<file path="src/rtl/riscv_defines.sv">
// Shared fetch-path definitions: default queue depth and the buffered entry format.
package riscv_defines;

  localparam int unsigned FETCH_QUEUE_DEPTH = 2;

  typedef struct packed {
    logic [31:0] addr;
    logic [31:0] data;
  } fetch_entry_t;

  function automatic logic [31:0] word_align(input logic [31:0] a);
    return a & 32'hFFFF_FFFC;
  endfunction

endpackage

</file>
<file path="src/rtl/riscv_fetch_fifo.sv">
// Circular buffer of fetched {address, instruction} pairs with single-cycle flush.
module riscv_fetch_fifo
  import riscv_defines::*;
#(
  parameter int unsigned DEPTH = FETCH_QUEUE_DEPTH
) (
  input  logic                     clk,
  input  logic                     rst_n,
  input  logic                     flush,
  input  logic                     push,
  input  logic                     pop,
  input  fetch_entry_t             wdata,
  output fetch_entry_t             rdata,
  output logic                     full,
  output logic                     empty,
  output logic [$clog2(DEPTH):0]   count
);

  localparam int unsigned AW = $clog2(DEPTH);
  localparam logic [AW:0] FULL_COUNT = (AW+1)'(DEPTH);

  fetch_entry_t  mem [DEPTH];
  logic [AW-1:0] rptr;
  logic [AW-1:0] wptr;
  logic          do_push;
  logic          do_pop;

  assign empty   = (count == '0);
  assign full    = (count == FULL_COUNT);
  assign do_pop  = pop & ~empty;
  // A pop frees the head slot in the same cycle, so a push into a full FIFO is safe then.
  assign do_push = push & (~full | do_pop);
  assign rdata   = empty ? '0 : mem[rptr];

  always_ff @(posedge clk or negedge rst_n) begin
    if (!rst_n) begin
      rptr  <= '0;
      wptr  <= '0;
      count <= '0;
    end else if (flush) begin
      rptr  <= '0;
      wptr  <= '0;
      count <= '0;
    end else begin
      if (do_push) wptr <= wptr + 1'b1;
      if (do_pop)  rptr <= rptr + 1'b1;
      case ({do_push, do_pop})
        2'b10:   count <= count + 1'b1;
        2'b01:   count <= count - 1'b1;
        default: count <= count;
      endcase
    end
  end

  always_ff @(posedge clk) begin
    if (do_push && !flush) mem[wptr] <= wdata;
  end

endmodule

</file>
<file path="src/rtl/riscv_fetch_queue.sv">
// Instruction prefetch queue: one outstanding memory transaction, buffered words, branch flush.
//   state       | meaning
//   IDLE        | no transaction outstanding
//   WAIT_GNT    | instr_req_o high, address held until granted
//   WAIT_RVALID | granted, waiting for the response word
module riscv_fetch_queue
  import riscv_defines::*;
#(
  parameter int unsigned DEPTH = FETCH_QUEUE_DEPTH
) (
  input  logic        clk,
  input  logic        rst_n,
  input  logic        req_i,
  input  logic        branch_i,
  input  logic [31:0] addr_i,
  input  logic        ready_i,
  output logic        valid_o,
  output logic [31:0] rdata_o,
  output logic [31:0] addr_o,
  output logic        instr_req_o,
  output logic [31:0] instr_addr_o,
  input  logic        instr_gnt_i,
  input  logic        instr_rvalid_i,
  input  logic [31:0] instr_rdata_i,
  output logic        busy_o
);

  typedef enum logic [1:0] {
    IDLE,
    WAIT_GNT,
    WAIT_RVALID
  } state_t;

  localparam int unsigned CW = $clog2(DEPTH) + 1;
  localparam logic [CW-1:0] DEPTH_M1 = CW'(DEPTH - 1);

  state_t        state;
  state_t        state_nxt;
  logic          discard;
  logic          discard_nxt;
  logic [31:0]   ptr;
  logic [31:0]   req_addr;
  logic [31:0]   target;
  logic [31:0]   fetch_addr;
  logic          issue;
  logic          push;
  logic          pop;
  logic          full;
  logic          empty;
  logic [CW-1:0] count;
  fetch_entry_t  wentry;
  fetch_entry_t  head;

  assign target     = word_align(addr_i);
  assign fetch_addr = branch_i ? target : ptr;
  assign pop        = ~empty & ready_i & ~branch_i;
  assign wentry     = '{addr: req_addr, data: instr_rdata_i};

  always_comb begin
    state_nxt   = state;
    discard_nxt = discard;
    issue       = 1'b0;
    push        = 1'b0;
    case (state)
      IDLE: begin
        discard_nxt = 1'b0;
        if (req_i && !full) begin
          state_nxt = WAIT_GNT;
          issue     = 1'b1;
        end
      end
      WAIT_GNT: begin
        if (branch_i)    discard_nxt = 1'b1;
        if (instr_gnt_i) state_nxt   = WAIT_RVALID;
      end
      WAIT_RVALID: begin
        if (instr_rvalid_i) begin
          push        = ~discard & ~branch_i;
          discard_nxt = 1'b0;
          // Space check counts the transaction just completing as still outstanding.
          if (req_i && (count < DEPTH_M1)) begin
            state_nxt = WAIT_GNT;
            issue     = 1'b1;
          end else begin
            state_nxt = IDLE;
          end
        end else if (branch_i) begin
          discard_nxt = 1'b1;
        end
      end
      default: state_nxt = IDLE;
    endcase
  end

  always_ff @(posedge clk or negedge rst_n) begin
    if (!rst_n) begin
      state    <= IDLE;
      discard  <= 1'b0;
      ptr      <= '0;
      req_addr <= '0;
    end else begin
      state   <= state_nxt;
      discard <= discard_nxt;
      // After a redirect the pointer already holds the target; the stale grant must not bump it.
      if (branch_i)
        ptr <= target;
      else if (state == WAIT_GNT && instr_gnt_i && !discard)
        ptr <= ptr + 32'd4;
      if (issue) req_addr <= fetch_addr;
    end
  end

  riscv_fetch_fifo #(
    .DEPTH (DEPTH)
  ) u_fifo (
    .clk   (clk),
    .rst_n (rst_n),
    .flush (branch_i),
    .push  (push),
    .pop   (pop),
    .wdata (wentry),
    .rdata (head),
    .full  (full),
    .empty (empty),
    .count (count)
  );

  assign valid_o      = ~empty;
  assign addr_o       = head.addr;
  assign rdata_o      = head.data;
  assign instr_req_o  = (state == WAIT_GNT);
  assign instr_addr_o = req_addr;
  assign busy_o       = (state != IDLE) | ~empty;

endmodule

</file>
<file path="config.mk">
export PLATFORM = sky130hd
export DESIGN_NAME = riscv_fetch_queue
export DESIGN_NICKNAME = d
export VERILOG_FILES = /design/src/rtl/riscv_defines.sv /design/src/rtl/riscv_fetch_fifo.sv /design/src/rtl/riscv_fetch_queue.sv
export SDC_FILE = /design/constraint.sdc
export NUM_CORES = 1
export LEC_CHECK = 0
export CAP_MARGIN = 10
export CORE_UTILIZATION = 30
export DETAILED_ROUTE_END_ITERATION = 16
export PLACE_DENSITY = 0.53
export SYNTH_ARGS = -nofsm -noshare
export SYNTH_HDL_FRONTEND = slang
export SYNTH_SLANG_ARGS = --single-unit
</file>
<file path="constraint.sdc">
create_clock -name clk -period 7.3 [get_ports clk]
set_input_delay 0.73 -clock clk [delete_from_list [all_inputs] [get_ports clk]]
set_output_delay 0.73 -clock clk [all_outputs]
set_load 0.1 [all_outputs]
</file>
After elaboration in Yosys (flattened, before gate mapping)

Memories as Yosys holds them, arrays and structs flattened.
Index checks and enable logic that the tools add are counted.

Flip-flop bits (word level): 71
Memory bits (writable): 128
Input port bits: 71
Output and inout port bits: 99
Word-level logic and storage cells: 76
Memories: 1

Memories:

| memory     | words | bits a word | rd ports | clocked after memory_dff | wr ports | line                   | source |
|---|---|---|---|---|---|---|---|
| u_fifo.mem | 2     | 64          | 1        | 0                        | 1        | riscv_fetch_fifo.sv:22 | `fetch_entry_t mem [DEPTH];` |

Add/sub/neg operators: 5
$lt $le $gt $ge: 1
Equality and inequality tests: 8
Muxes and demuxes: 26
Bitwise gates (word level): 11
Reductions and logical operators: 17

Operators by type and width:

| operator              | number |
|---|---|
| $mux 32               | 3 |
| $mux 64               | 1 |
| $add 32x3->32 const B | 1 |
| $mux 1                | 14 |
| $mux 2                | 4 |
| $reduce_bool 2->1     | 4 |
| $eq 2x2->1 const B    | 3 |
| $pmux 2 s3            | 1 |
| $reduce_bool 3->1     | 2 |
| $and 1x1->1           | 5 |
| $logic_and 1x1->1     | 5 |
| $eq 2x1->1 const B    | 2 |
| $logic_not 2->1       | 2 |
| $ne 2x2->1 const B    | 2 |
| $not 1->1             | 4 |
| $pmux 2 s2            | 1 |
| $logic_not 1->1       | 3 |
| $pmux 1 s3            | 1 |
| $reduce_and 3->1      | 1 |
| $add 1x1->1 const B   | 2 |
| $add 2x1->2 const B   | 1 |
| $lt 2x1->1 const B    | 1 |
| $ne 2x1->1 const B    | 1 |
| $or 1x1->1            | 2 |
| 2 further kinds       | 2 |

Depth between registers and ports, before layout

Gate-level depths: netlist of the first run.

Word-level depth: 10
Mapped depth: 8
Depth with buffers taken out: 6

Modules after synthesis

A second synthesis of the first run with hierarchy kept.

Cells, all modules: 650
Area, all modules: 8,504.4 um2

By module, submodules not included:

| module            | times used | cells an instance | area an instance (um2) | seq. area each (um2) |
|---|---|---|---|---|
| riscv_fetch_fifo  | 1          | 297               | 5,106.1                | 3,943.8 |
| riscv_fetch_queue | 1          | 353               | 3,398.3                | 1,601.5 |

Worst setup path after synthesis of the first run

Ideal clock, no wire load.

Kind: in2reg
From: input port branch_i
To: memory u_fifo.mem[1][0] (netlist name) (enable)
Setup time: 575 ps
Arrival time: 6,034 ps
Required time: 6,725 ps
Setup slack: 691 ps
Stages on the path: 4
Path through: clkbuf_1 > clkbuf_1 > clkbuf_1 > nor3b_1

Cells in the longest elaborated chain, start to end: 8
Elaborated cells between the ends (all ways): 12

RTL lines:

| item                                  | line                                             | source |
|---|---|---|
| start, declared                       | riscv_fetch_queue.sv:14                          | `input logic branch_i,` |
| $not 1->1                             | riscv_fetch_queue.sv:56, riscv_fetch_queue.sv:78 |  |
| $and 1x1->1, on equally long branches | riscv_fetch_queue.sv:78, riscv_fetch_queue.sv:56 |  |
| $mux 1 or $and 1x1->1 (tied branches) | riscv_fetch_queue.sv:77, riscv_fetch_fifo.sv:30  |  |
| $mux 1 or $or 1x1->1 (tied branches)  | riscv_fetch_queue.sv:64, riscv_fetch_fifo.sv:32  |  |
| $and 1x1->1                           | riscv_fetch_fifo.sv:32                           | `assign do_push = push & (~full \| do_pop);` |
| $logic_and 1x1->1 *                   | riscv_fetch_fifo.sv:56                           | `if (do_push && !flush) mem[wptr] <= wdata;` |
| $mux 1 *                              | riscv_fetch_fifo.sv:56                           |  |
| $mux 1 (not written as such) *        | riscv_fetch_fifo.sv:56                           |  |
| end, declared                         | riscv_fetch_fifo.sv:22                           |  |

Every way passes the cells marked *; elsewhere a longest branch is shown, timed or not.

Worst setup path after layout of the first run

From: register u_fifo.rptr
To: output port addr_o[22]

Cells in the longest elaborated chain, start to end: 2

RTL lines:

| item                   | line                    | source |
|---|---|---|
| start, declared        | riscv_fetch_fifo.sv:23  | `logic [AW-1:0] rptr;` |
| start signal, assigned | riscv_fetch_fifo.sv:46  | `if (do_pop) rptr <= rptr + 1'b1;` |
| $mem_v2 2x64           | --                      |  |
| $mux 64                | riscv_fetch_fifo.sv:33  | `assign rdata = empty ? '0 : mem[rptr];` |
| end, declared          | riscv_fetch_queue.sv:19 | `output logic [31:0] addr_o,` |

No other way between the ends.

==> qor.txt, run 1 <==
status: finished, final reports clean
ys async rst share: 35.1%
Worst Path Arrival: 3.39 ns
vias in the first global route: 5,506
clk root buf: clkbuf_16
RSZ-0062 raised after global routing: no
CTS resizes: 0
Yosys reg bits: 194
critical path peak fanout: 43
worst skew pair latency: 0.43 ns
total CTS buffers: 17
Syn Area/Cell: 12.4 um2
Post-Syn Instances: 677
Rows: 60
Tot GR Track Use: 14.4%
Min-Delay Path Class: primary input to async pin
Syn Nets: 756
Final Net Count: 910
TNS Setup: 0 ns
Clock Skew: 0.0159 ns
largest net degree at the start of global routing: 69
die width: 169 um
most common cell after layout, fill and taps aside: clkdlybuf4s50_1
Worst-path clk slew: 0.08 ns
Final Cycle Share: 56.4%
hold buffer count at CTS: 0
first-pass iteration count of the detailed router: 5
WS Path Type: flip-flop to primary output
remaining routing DRC violations: 0
Post-synth EDFFs: 126
Die H: 169 um
# IOs: 170
core box area: 27,200 um2
Max Cap Viol: 0
DR iter-0 viols: 333
worst path cell trace: buf_4, mux2i_1, nor2_1, clkdlybuf4s50_1
Synth Cell Area: 8380 um2
Via density: 4.60
GP Congestion: 0.746
reg2reg path depth: 6
clock sinks: 194
final setup violation count: 0
fill count: 2,650
Tmin final: 4.12 ns
Final ANT Viol Nets: 0
Slew HR: 29.9%
critical path's top delay family: buffers and inverters
Ys Warns: 0
slowest stage cell, crit path: clkdlybuf4s50_1
pre-CTS setup slack: 3.59 ns
worst path bufs/invs: 2
share of cells above drive strength 1: 6.64%
Worst Path Required: 6.57 ns
most frequent cells in the layout: clkdlybuf4s50_1, edfxtp_1, nor2_1
slowest stage delay, CP: 1.16 ns
Hold Violations, Final: 0
first-pass GRT wire length: 31.3 mm
Crit path depth: 4
synth-to-layout area growth: 31.3%
Critical Path Start Type: flip-flop
Setup WS post-layout: 3.18 ns
# diodes: 0
maximum buffer depth of the clock tree: 2
postcts setup bufs: 0
average wire per standard cell: 16.5 um
Setup crit end kind: primary output
vias: 5,590
Worst Tran Pin Value: 1.04 ns
starting density of the core: 30.8%
TritonCTS clock tree: done
max-slew violations: 0
initial antenna violation count: 0
routed wire length: 20.0 mm
Post-DP HPWL: 13.3 mm
full die area: 28,600 um2
Buffers on Ports: 167
ys flop type: edfxtp_1
Unique masters post-synth: 52
remaining global-route overflow: 0
Max Clk Rate: 0.243 GHz
H-tree lvl count: 4
register area share after synthesis: 65.5%
## cell families after synthesis
kind of cell	count (synthesis)	synth area share [%]
buffers and inverters	48	2.49
DFF	194	65.5
and+or+nand+nor	244	13.6
xor gates and xnor gates	14	1.46
AOI/OAI and AO/OA	94	6.81
adders and majority gates	8	1.19
muxes	75	8.96
## cell type report
type                    instances  area (um2)  area share (%)
flip-flops and latches        194        5490            49.9
multi-input cells             435        2700            24.6
repair buffers                174        1710            15.6
clock buffers                  21         493            4.48
well taps                     372         465            4.23
clock inverters                11         106           0.966
inverters                       9        33.8           0.307
## metal layers
metal | share of wire, % | wire length, um | vias up | track usage, %
met1 | 48 | 9600 | 2667 | 19.6
met2 | 47 | 9400 | 121 | 23.0
met5 | 0 | 0 | - | 0
met4 | 1.1 | 211 | 0 | 5.29
li1 | - | - | 2787 | -
met3 | 4.1 | 816 | 15 | 2.60
## metrics by stage
| step | instance area, um2 | instances | util (%) | hold slack [ns] |
|---|---|---|---|---|
| 6_report | 11000 | 1216 | 40.5 | 0.490 |
| 5_1_grt | 11000 | 1216 | 40.5 | 0.511 |
| 4_1_cts | 11000 | 1216 | 40.5 | 0.501 |
| 3_5_place_dp | 10400 | 1184 | 38.3 | 0.487 |
| 3_3_place_gp | 10400 | 1184 | 38.3 | 0.478 |
| 2_1_floorplan | 8380 | 677 | - | 0.434 |
## sequential cells by signal (all words and copies together) (netlist names)
name          cells
u_fifo.wptr       1
u_fifo.count      2
state             2
u_fifo.rptr       1
instr_addr_o     31
u_fifo.mem      126
ptr              30
discard           1
## cell usage after synthesis (5+ instances only)
cell      count  share of area [%]
nand4_1      11               0.82
nor2_1      118                5.3
o31ai_1       8               0.72
mux2i_1      75                9.0
clkbuf_1     24                1.1
buf_1         8               0.36
edfxtp_1    126                 45
nor4_1        5               0.37
inv_1         8               0.36
xnor2_1      12                1.3
or2_2         5               0.37
o21ai_0      22                1.3
a31oi_1      24                1.8
or4_1         9               0.81
nor2b_1       6               0.45
nand2_1      52                2.3
a21oi_1      26                1.6
ha_1          8                1.2
nor3_1        8               0.48
nand3_1       7               0.42
dfrtp_1      68                 20
## path summary, 6_finish.rpt
check | endpoint | from | slack [ns]
max | addr_o[22] | u_fifo.rptr$_DFFE_PN0P_ | 3.18
min | ptr[3]$_DFFE_PN0P_ | rst_n | 0.49
max reg2reg | u_fifo.mem[0][55]$_DFFE_PP_ | state[0]$_DFFE_PN0P_ | 4.41
min reg2reg | u_fifo.mem[0][59]$_DFFE_PP_ | instr_addr_o[27]$_DFFE_PN0P_ | 0.50
max in group asynchronous | u_fifo.rptr$_DFFE_PN0P_ | rst_n | 6.10
min in group clk | u_fifo.mem[0][59]$_DFFE_PP_ | instr_addr_o[27]$_DFFE_PN0P_ | 0.50
Power of run 1 is not shown: default switching activity piles up to over one toggle a cycle in this logic, so the estimate is an artifact.
==> run 2: changes to the inputs <==
==> constraint.sdc (replaced) <==
create_clock -name clk -period 4.3 [get_ports clk]
set_input_delay 0.43 -clock clk [delete_from_list [all_inputs] [get_ports clk]]
set_output_delay 0.43 -clock clk [all_outputs]
set_load 0.1 [all_outputs]
==> qor.txt, run 2 (synthesis gave the netlist of run 1 again) <==
Worst-path clk slew: 0.08 ns
die width: 169 um
total CTS buffers: 17
Slew HR: 29.6%
Max Clk Rate: 0.291 GHz
Buffers on Ports: 167
Min-Delay Path Class: primary input to async pin
Worst Path Arrival: 3.01 ns
Max Cap Viol: 0
worst skew pair latency: 0.43 ns
GP Congestion: 0.758
synth-to-layout area growth: 30.8%
Worst Path Required: 3.87 ns
first-pass GRT wire length: 31.4 mm
remaining global-route overflow: 0
hold buffer count at CTS: 0
final setup violation count: 0
slowest stage cell, crit path: clkdlybuf4s50_1
average wire per standard cell: 16.6 um
clk root buf: clkbuf_16
reg2reg start: state[1]$_DFFE_PN0P_
Post-DP HPWL: 13.7 mm
worst path cell trace: inv_1, ha_2, buf_4, nor2_1, clkdlybuf4s50_1
critical path peak fanout: 26
share of cells above drive strength 1: 10.6%
critical path's top delay family: buffers and inverters
Setup crit end kind: primary output
TritonCTS clock tree: done
fill count: 2,670
Tot GR Track Use: 14.5%
vias: 5,667
Worst R2R Setup Slack: 1.57 ns
slowest stage delay, CP: 0.97 ns
initial antenna violation count: 1
vias in the first global route: 5,461
Rows: 60
CTS resizes: 0
postcts setup bufs: 0
DR iter-0 viols: 393
Critical Path Start Type: flip-flop
status: finished, final reports clean
reg2reg path depth: 6
Final Cycle Share: 79.9%
register area: 5490 um2
register name with the most flops: u_fifo.mem
full die area: 28,600 um2
Final Net Count: 913
H-tree lvl count: 4
Final ANT Viol Nets: 0
WS Path Type: flip-flop to primary output
Worst Tran Pin Value: 1.05 ns
Die H: 169 um
Via density: 4.65
most frequent cells in the layout: clkdlybuf4s50_1, edfxtp_1, nor2_1
routed wire length: 20.2 mm
Crit path depth: 5
# IOs: 170
maximum buffer depth of the clock tree: 2
largest net degree at the start of global routing: 68
max-slew violations: 0
remaining routing DRC violations: 0
first-pass iteration count of the detailed router: 5
RSZ-0062 raised after global routing: no
most common cell after layout, fill and taps aside: clkdlybuf4s50_1
TNS Setup: 0 ns
worst reg2reg endpoint: ptr[19]$_DFFE_PN0P_
core box area: 27,200 um2
starting density of the core: 30.8%
Largest register FFs: 126
Critical Path Sink: rdata_o[2]
worst path bufs/invs: 3
Hold Violations, Final: 0
Clock Skew: 0.0172 ns
Tmin final: 3.44 ns
clock sinks: 194
multi-input logic area: 2710 um2
Critical Path Start: u_fifo.count[1]$_DFFE_PN0P_
[run 2: changes by cell type in the layout (fill, tap and decap cells not counted), moves of 2 or more]
cell and change:
buf_4 +31, clkdlybuf4s50_1 -31, inv_8 -3, inv_4 +2
buf_12 +3
[run 2: worst min-delay path by stage]
stage | cells after the start | end
after global placement | 0 | u_fifo.mem[0][50]$_DFFE_PP_
after CTS | 1 | u_fifo.count[0]$_DFFE_PN0P_
after global routing | 1 | u_fifo.count[0]$_DFFE_PN0P_
final | 1 | u_fifo.count[1]$_DFFE_PN0P_
after floorplan | 0 | discard$_DFFE_PN0P_
after detailed placement | 1 | u_fifo.count[0]$_DFFE_PN0P_
[run 2: area by class of cell]
type	count	area share, %
Tap cell	372	4.25
Clock inverter	11	0.822
Antenna cell	1	0.0228
Clock buffer	21	4.34
Timing Repair Buffer	177	15.5
Multi-Input combinational cell	435	24.7
Inverter	9	0.308
Sequential cell	194	50.1
[run 2: layer usage]
layer	share of wire [%]	track usage, %	up-vias
li1	-	-	2782
met1	46	19.2	2742
met2	49	23.7	125
met3	3.5	2.92	18
met4	1.4	4.66	0
met5	0	0	-
[run 2: metrics by stage]
stage	utilization, %	instances	area, um2	hold slack, ns	worst slack (ns)
final	40.3	1220	11000	0.0118	0.864
after CTS	40.3	1219	11000	0.0219	0.778
after detailed placement	38.2	1187	10400	0.485	1.26
after global routing	40.3	1220	11000	0.0423	0.664
after floorplan	-	677	8380	0.134	0.0553
after global placement	38.2	1187	10400	0.481	1.28
Power of run 2 is left out for the same reason.
==> run 3: changes to the inputs <==
==> constraint.sdc (replaced) <==
create_clock -name clk -period 3.2 [get_ports clk]
set_input_delay 0.32 -clock clk [delete_from_list [all_inputs] [get_ports clk]]
set_output_delay 0.32 -clock clk [all_outputs]
set_load 0.1 [all_outputs]
==> qor.txt, run 3 (synthesis gave the netlist of run 1 again) <==
Buffers on Ports: 167
share of cells above drive strength 1: 16.9%
Worst Path Arrival: 2.29 ns
fill count: 2,635
Final Net Count: 918
Rows: 60
core box area: 27,200 um2
Die H: 169 um
WS Path Type: flip-flop to primary output
Hold Violations, Final: 0
first-pass iteration count of the detailed router: 4
Via density: 4.61
Min-Delay Path Class: primary input to flip-flop
largest net degree at the start of global routing: 67
final setup violation count: 0
Final Util: 40.1%
clock sinks: 194
TritonCTS clock tree: done
Setup crit end kind: primary output
Max Clk Rate: 0.383 GHz
TNS Setup: 0 ns
Setup WS post-layout: 0.587 ns
register area: 5490 um2
Post-DP HPWL: 14.0 mm
starting density of the core: 30.8%
most common cell after layout, fill and taps aside: edfxtp_1
register name with the most flops: u_fifo.mem
postcts setup bufs: 0
initial antenna violation count: 1
Slew HR: 32.9%
average wire per standard cell: 16.4 um
Critical Path Start Type: flip-flop
pre-CTS setup slack: 0.676 ns
maximum buffer depth of the clock tree: 2
H-tree lvl count: 4
Worst Tran Pin Value: 1.00 ns
status: finished, final reports clean
Tmin final: 2.61 ns
most frequent cells in the layout: edfxtp_1, nor2_1, buf_4
worst skew pair latency: 0.43 ns
critical path peak fanout: 31
vias: 5,643
Max Cap Viol: 0
DR iter-0 viols: 339
routed wire length: 20.1 mm
Worst Path Required: 2.88 ns
Largest register FFs: 126
max-slew violations: 0
total CTS buffers: 17
clk root buf: clkbuf_16
full die area: 28,600 um2
# IOs: 170
vias in the first global route: 5,371
Final ANT Viol Nets: 0
remaining routing DRC violations: 0
first-pass GRT wire length: 30.9 mm
Tot GR Track Use: 14.3%
Clock Skew: 0.0144 ns
RSZ-0062 raised after global routing: no
Worst-path clk slew: 0.07 ns
synth-to-layout area growth: 30.1%
Final Cycle Share: 81.7%
multi-input logic area: 2710 um2
die width: 169 um
remaining global-route overflow: 0
GP Congestion: 0.771
run 3: repair_timing:
action | 4_1_cts | 5_1_grt
endpoints found under the hold margin | 1 | 0
hold buffers | 1 | 0
gates resized for setup | 0 | 0
run 3: layer usage:
metal  up-vias  wire, um  GRT usage, %
li1       2798         -             -
met3        11       820          2.69
met1      2719      9560          19.7
met4         0       167          4.31
met5         -         0             0
met2       115      9600          22.9
run 3: path summary, 6_finish.rpt:
path                                               from                      endpoint  slack, ns  cells after the start
setup / recovery            u_fifo.count[0]$_DFFE_PN0P_                    addr_o[24]       0.59                      5
hold / removal                                 branch_i       u_fifo.wptr$_DFFE_PN0P_       0.47                      3
setup reg to reg                   state[1]$_DFFE_PN0P_           ptr[21]$_DFFE_PN0P_       0.73                      6
hold reg to reg            instr_addr_o[12]$_DFFE_PN0P_   u_fifo.mem[1][44]$_DFFE_PP_       0.51                      0
max in group asynchronous                         rst_n  instr_addr_o[13]$_DFFE_PN0P_       1.89                      3
min in group asynchronous                         rst_n            ptr[2]$_DFFE_PN0P_       0.51                      2
run 3: metrics by stage:
step                cell area (um2)  hold slack, ns  std cells
floorplan                      8400          0.0244        677
global placement              10300           0.467       1191
detailed placement            10300           0.472       1191
CTS                           10900           0.441       1224
global route                  10900           0.449       1225
finish                        10900           0.468       1225
run 3: critical path, stage by stage (launching register included):
cell	delay, ns
dfrtp_1	0.40
inv_1	0.09
ha_2	0.54
buf_4	0.46
nor2_1	0.11
buf_4	0.25
run 3: area by class of cell:
class / instances / area share, %
multi-input cells: 435 / 24.9
clock buffers: 20 / 4.29
clock inverters: 12 / 0.883
well taps: 372 / 4.27
diodes: 1 / 0.0229
inverters: 9 / 0.310
repair buffers: 182 / 15.0
flip-flops and latches: 194 / 50.3
Power of run 3 is left out for the same reason.
